--- src/rtl/semaphore_unit.sv ---
// Hardware semaphore table shared by NUM_CORES cores, one round-robin-arbitrated transaction at a time.
// Optional feature macro: SEMAPHORE_OWNER_CHECK_EN (restricts RELEASE to the owning core).
module semaphore_unit #(
  parameter int NUM_CORES = 4,
  parameter int SEM_BITS  = 4
) (
  input  logic                          CLK,
  input  logic                          CPU_Reset,
  input  logic [NUM_CORES-1:0]          SEMAPHORE_EN,
  input  logic [NUM_CORES-1:0]          SEMAPHORE_CREATE,
  input  logic [NUM_CORES-1:0]          SEMAPHORE_ACQUIRE,
  input  logic [NUM_CORES-1:0]          SEMAPHORE_RELEASE,
  input  logic [NUM_CORES*SEM_BITS-1:0] SEMAPHORE_ID,
  output logic [NUM_CORES-1:0]          SEMAPHORE_ACK,
  output logic [NUM_CORES-1:0]          SEMAPHORE_RESULT
);

  localparam int IDX_W   = (NUM_CORES > 1) ? $clog2(NUM_CORES) : 1;
  localparam int ENTRIES = 1 << SEM_BITS;
  localparam logic [IDX_W:0] NC = (IDX_W+1)'(NUM_CORES);

  typedef enum logic [1:0] {
    S_IDLE,
    S_EXEC,
    S_ACK,
    S_RELEASE_WAIT
  } state_t;

  state_t                 state_q, state_d;
  logic [IDX_W-1:0]       rr_ptr_q, rr_ptr_d;
  logic [IDX_W-1:0]       gnt_q;
  logic                   op_create_q, op_acquire_q, op_release_q;
  logic [SEM_BITS-1:0]    id_q;
  logic [NUM_CORES-1:0]   ack_q, ack_d;
  logic [NUM_CORES-1:0]   result_q, result_d;

  logic                   created_q [ENTRIES];
  logic                   locked_q  [ENTRIES];
  logic [IDX_W-1:0]       owner_q   [ENTRIES];

  logic                   arb_found;
  logic [IDX_W-1:0]       arb_idx;
  logic [IDX_W:0]         cand_sum;
  logic [IDX_W:0]         gnt_inc;

  logic                   ent_created, ent_locked;
  logic [IDX_W-1:0]       ent_owner;
  logic                   exec_res;
  logic                   set_created, set_locked, clr_locked;

  // Round-robin search upward from rr_ptr, wrapping at NUM_CORES
  always_comb begin
    arb_found = 1'b0;
    arb_idx   = '0;
    cand_sum  = '0;
    for (int i = 0; i < NUM_CORES; i++) begin
      cand_sum = {1'b0, rr_ptr_q} + (IDX_W+1)'(i);
      if (cand_sum >= NC) begin
        cand_sum = cand_sum - NC;
      end
      if (!arb_found && SEMAPHORE_EN[cand_sum[IDX_W-1:0]]) begin
        arb_found = 1'b1;
        arb_idx   = cand_sum[IDX_W-1:0];
      end
    end
  end

  // Table operation evaluated against the latched request
  always_comb begin
    ent_created = created_q[id_q];
    ent_locked  = locked_q[id_q];
    ent_owner   = owner_q[id_q];
    exec_res    = 1'b0;
    set_created = 1'b0;
    set_locked  = 1'b0;
    clr_locked  = 1'b0;
    case ({op_create_q, op_acquire_q, op_release_q})
      3'b100: begin
        if (!ent_created) begin
          set_created = 1'b1;
          exec_res    = 1'b1;
        end
      end
      3'b010: begin
        if (ent_created && !ent_locked) begin
          set_locked = 1'b1;
          exec_res   = 1'b1;
        end else if (ent_created && ent_locked && (ent_owner == gnt_q)) begin
          exec_res   = 1'b1;
        end
      end
      3'b001: begin
`ifdef SEMAPHORE_OWNER_CHECK_EN
        if (ent_created && ent_locked && (ent_owner == gnt_q)) begin
          clr_locked = 1'b1;
          exec_res   = 1'b1;
        end
`else
        if (ent_created && ent_locked) begin
          clr_locked = 1'b1;
          exec_res   = 1'b1;
        end
`endif
      end
      default: ;
    endcase
  end

  always_comb begin
    gnt_inc = {1'b0, gnt_q} + (IDX_W+1)'(1);
    if (gnt_inc == NC) begin
      gnt_inc = '0;
    end
  end

  always_comb begin
    state_d  = state_q;
    rr_ptr_d = rr_ptr_q;
    ack_d    = ack_q;
    result_d = result_q;
    case (state_q)
      S_IDLE: begin
        if (arb_found) begin
          state_d = S_EXEC;
        end
      end
      S_EXEC: begin
        state_d         = S_ACK;
        ack_d           = '0;
        result_d        = '0;
        ack_d[gnt_q]    = 1'b1;
        result_d[gnt_q] = exec_res;
      end
      S_ACK: begin
        state_d = S_RELEASE_WAIT;
      end
      S_RELEASE_WAIT: begin
        if (!SEMAPHORE_EN[gnt_q]) begin
          state_d  = S_IDLE;
          ack_d    = '0;
          result_d = '0;
          rr_ptr_d = gnt_inc[IDX_W-1:0];
        end
      end
      default: begin
        state_d = S_IDLE;
      end
    endcase
  end

  always_ff @(posedge CLK) begin
    if (!CPU_Reset) begin
      state_q  <= S_IDLE;
      rr_ptr_q <= '0;
      ack_q    <= '0;
      result_q <= '0;
    end else begin
      state_q  <= state_d;
      rr_ptr_q <= rr_ptr_d;
      ack_q    <= ack_d;
      result_q <= result_d;
    end
  end

  // Request capture; held until the unit returns to IDLE
  always_ff @(posedge CLK) begin
    if (state_q == S_IDLE && arb_found) begin
      gnt_q        <= arb_idx;
      op_create_q  <= SEMAPHORE_CREATE[arb_idx];
      op_acquire_q <= SEMAPHORE_ACQUIRE[arb_idx];
      op_release_q <= SEMAPHORE_RELEASE[arb_idx];
      id_q         <= SEMAPHORE_ID[arb_idx*SEM_BITS +: SEM_BITS];
    end
  end

  always_ff @(posedge CLK) begin
    if (!CPU_Reset) begin
      for (int e = 0; e < ENTRIES; e++) begin
        created_q[e] <= 1'b0;
        locked_q[e]  <= 1'b0;
        owner_q[e]   <= '0;
      end
    end else if (state_q == S_EXEC) begin
      if (set_created) begin
        created_q[id_q] <= 1'b1;
        locked_q[id_q]  <= 1'b0;
      end
      if (set_locked) begin
        locked_q[id_q] <= 1'b1;
        owner_q[id_q]  <= gnt_q;
      end
      if (clr_locked) begin
        locked_q[id_q] <= 1'b0;
      end
    end
  end

  assign SEMAPHORE_ACK    = ack_q;
  assign SEMAPHORE_RESULT = result_q;

endmodule

--- config.mk ---
export PLATFORM = sky130hd
export DESIGN_NAME = semaphore_unit
export DESIGN_NICKNAME = d
export VERILOG_FILES = /design/src/rtl/semaphore_unit.sv
export SDC_FILE = /design/constraint.sdc
export NUM_CORES = 1
export LEC_CHECK = 0
export CORE_ASPECT_RATIO = 2
export CORE_MARGIN = 1
export CORE_UTILIZATION = 40
export DETAILED_ROUTE_END_ITERATION = 12
export GPL_ROUTABILITY_DRIVEN = 0
export PLACE_DENSITY = 0.68
export SYNTH_ARGS = -nofsm -noshare
export SYNTH_HDL_FRONTEND = slang
export SYNTH_SLANG_ARGS = --single-unit
--- constraint.sdc ---
create_clock -name CLK -period 2.6 [get_ports CLK]
set_input_delay 0.65 -clock CLK [delete_from_list [all_inputs] [get_ports CLK]]
set_output_delay 0.65 -clock CLK [all_outputs]
set_load 0.02 [all_outputs]
==> results.cfg <==
[setup_path]
regToRegEndpoint = SEMAPHORE_RESULT[1]$_SDFFE_PN0P_
timing.reg2reg.setup_slack_ps = 20
critPathCaptureType = flip-flop
crit_path_start_kind = flip-flop
criticalPathCategory = flip-flop to flip-flop
ff2ff_path_depth = 8
critical_path.max_fanout = 7
cp_data_required_time_ps = 2890
worst_ep_arrival_time_ps = 2870

[layout]
syn2layout_area_growth_pct = 24.6
post_route_core_utilization_pct = 51.4
design.final.nets = 507
layout_cells_sized_above_1_pct = 14.5
most_frequent_standard_cell_in_the_layout_excluding_fill_and_tap_cells = sky130_fd_sc_hd__nand2_1
fillerInstances = 955
antenna-diode-count = 0
layout_common_cells = sky130_fd_sc_hd__nand2_1, sky130_fd_sc_hd__dfxtp_1, sky130_fd_sc_hd__nor2_1, sky130_fd_sc_hd__edfxtp_1, sky130_fd_sc_hd__clkdlybuf4s50_1

[global_routing]
grtUsageTotal_pct = 21.5
grt_start_max_net_pins = 61
grt_first_pass_wirelength_um = 17300
grt_ovf = 0
grt_pass1_vias = 3423
antenna_found_initial = 0

[synth]
count_of_state_elements_after_synthesis = 89
synth.lib_cells_used.distinct = 43
synthDominantCellAreaShare_pct = 28.3
synth_top_flop_cell = sky130_fd_sc_hd__dfxtp_1
postSynth.asyncResetShare_pct = 0
yosysSeqAreaShare_pct = 50.4
ys.warnings.count = 0
synthTopCellsByArea = sky130_fd_sc_hd__edfxtp_1, sky130_fd_sc_hd__dfxtp_1, sky130_fd_sc_hd__mux4_2
synth_nets = 448
synth.avg_cell_area_sq_um = 10.7
synth-edff-count = 41
postSynthCellCount = 406
synthesis.area_sq_um = 4350
synth_largest_area_cell = sky130_fd_sc_hd__edfxtp_1

[timing]
setup_ws_ps = 19.9
max_freq_mhz = 388
tightestPinTransition_ps = 553
pins_over_slew_limit = 0
tns_ps = 0
timing.final.crit_period_ps = 2580
finalSetupViolations = 0
setup_repair_after_global_routing_missed_its_margin = true
fin_worst_skew_ps = 7.99
final_min_period_over_clock_period_pct = 99.2
timing_hold_violations_final = 0
maxSlewHeadroom_pct = 63.1

[routing]
route.detailed.vias_per_inst = 5.65
post-route-drc-count = 0
routed_wirelength_um = 11200
routed-via-count = 3430
drtPass1Iterations = 4
avgRoutedWirePerCell_um = 18.5
antenna_left = 0
first_iter_violations = 148

[clocking]
worstSkewPairLatency_ps = 350
cts_sinks = 89
clock_path_buffers = 2
path_clk_slew_ps = 60
cts_inserted_buffers = 9
cts_tree = done
h-tree-depth = 3
buffer_cell_driving_the_clock_tree_root = sky130_fd_sc_hd__clkbuf_16

[pwr]
static_leakage_uw = 0.00198
power_uw = 5150
power-per-cell-area_nw_per_um2 = 950
irDropWorstVdd_mv = 0.508

[die]
row_count = 53
core_region_area_sq_um = 10500
pin_count = 42
die_w_um = 75.7
floorplan_die_height_um = 149
start_util_pct = 41.2
fp.dieArea_sq_um = 11300

[hold_path]
worst_hold_startpoint = created_q[13]$_DFF_P_
hp-class = flip-flop to flip-flop
whs_endpoint = created_q[13]$_DFF_P_
holdPathStages = 2

[flow_run]
max_cap_violations = 0

[place]
port-buffer-count = 41
placement.setup.worst_slack_ps = 28.0
place_hpwl_um = 8330

[outcome]
outcome = complete, no violations
-- report_power, final --
part	internal [uW]	switching [uW]	leakage, uW
Sequential	1660	190	0.000809
Combinational	889	1100	0.00103
Clock	752	564	0.000139
-- state kept, by name (all words and copies together) (netlist names), named ones only --
signal and cells:
owner_q 32, op_acquire_q 1, id_q 4, locked_q 16
rr_ptr_q 2, state_q 2, gnt_q 2, SEMAPHORE_ACK 4
op_release_q 1, SEMAPHORE_RESULT 4, created_q 16, op_create_q 1
-- synth_stat cells, drive strengths merged, types with 2 or more instances --
| master | instances |
|---|---|
| or3 | 2 |
| a211oi | 3 |
| a22o | 4 |
| ha | 8 |
| nor2b | 11 |
| edfxtp | 41 |
| and3 | 4 |
| a22oi | 4 |
| nand4 | 5 |
| and2 | 5 |
| nor3 | 3 |
| buf | 8 |
| xnor2 | 2 |
| clkbuf | 14 |
| a31oi | 5 |
| o41ai | 7 |
| a32oi | 2 |
| mux2i | 26 |
| mux4 | 15 |
| nor2 | 41 |
| a21oi | 6 |
| o21ai | 41 |
| nand2b | 4 |
| dfxtp | 48 |
| nand2 | 52 |
| o311ai | 15 |
| o22ai | 2 |
| inv | 12 |
| nand3 | 9 |
-- worst max-delay path, cell delays in order, from the launching register on --
cell and delay [ps]:
sky130_fd_sc_hd__dfxtp_4 380, sky130_fd_sc_hd__buf_12 140, sky130_fd_sc_hd__buf_12 120, sky130_fd_sc_hd__mux4_2 510, sky130_fd_sc_hd__mux4_2 540, sky130_fd_sc_hd__xnor2_2 160, sky130_fd_sc_hd__o41ai_2 360, sky130_fd_sc_hd__buf_4 190
sky130_fd_sc_hd__a22o_1 110
-- what timing repair did --
item | CTS | global route
resized for setup | 0 | 11
buffers inserted | 0 | 7
endpoints found under the setup margin | 0 | 40
hold buffers | 0 | 0
endpoints found under the hold margin | 0 | 0
-- cell families after synthesis --
logic type	after synthesis	share of synthesized area, %
muxes	41	13.8
and+or+nand+nor	138	14.3
AOI/OAI and AO/OA	94	15.0
xor gates and xnor gates	2	0.403
adders and majority gates	8	2.30
DFF	89	50.4
buffers and inverters	34	3.80
-- routing by layer --
| metal | vias to the layer above | wire, um | GRT usage, % |
|---|---|---|---|
| li1 | 1626 | - | - |
| met3 | 32 | 341 | 3.57 |
| met4 | 0 | 672 | 15.0 |
| met1 | 1664 | 3600 | 20.6 |
| met5 | - | 0 | 0 |
| met2 | 108 | 6600 | 39.3 |
-- layout make-up --
class | instances | area, sq um | area share, %
Sequential cell | 89 | 2200 | 40.5
Multi-Input combinational cell | 283 | 2000 | 36.9
Timing Repair Buffer | 70 | 703 | 13.0
Clock buffer | 9 | 225 | 4.16
Tap cell | 137 | 171 | 3.16
Clock inverter | 7 | 76.3 | 1.41
Inverter | 12 | 45.0 | 0.831
-- worst max path at each step --
| stage | startpoint | cells past startpoint | end | slack [ps] |
|---|---|---|---|---|
| after floorplan | flip-flop | 8 | owner_q[13][0]$_SDFFCE_PN0P_ | 230 |
| after global placement | SEMAPHORE_EN[0] | 7 | id_q[1]$_DFFE_PP_ | 80 |
| after detailed placement | SEMAPHORE_EN[0] | 7 | id_q[2]$_DFFE_PP_ | 30 |
| after CTS | flip-flop | 8 | owner_q[5][1]$_SDFFCE_PN0P_ | 70 |
| after global routing | flip-flop | 10 | SEMAPHORE_RESULT[2]$_SDFFE_PN0P_ | -60 |
| final | flip-flop | 8 | SEMAPHORE_RESULT[1]$_SDFFE_PN0P_ | 20 |
-- stage by stage --
| stage | cells | instance area, sq um | hold slack [ps] |
|---|---|---|---|
| floorplan | 406 | 4350 | 424 |
| global placement | 583 | 5010 | 434 |
| detailed placement | 583 | 5010 | 442 |
| CTS | 599 | 5310 | 459 |
| global route | 607 | 5420 | 486 |
| finish | 607 | 5420 | 455 |
No activity file was read; power rests on OpenSTA's default activity.
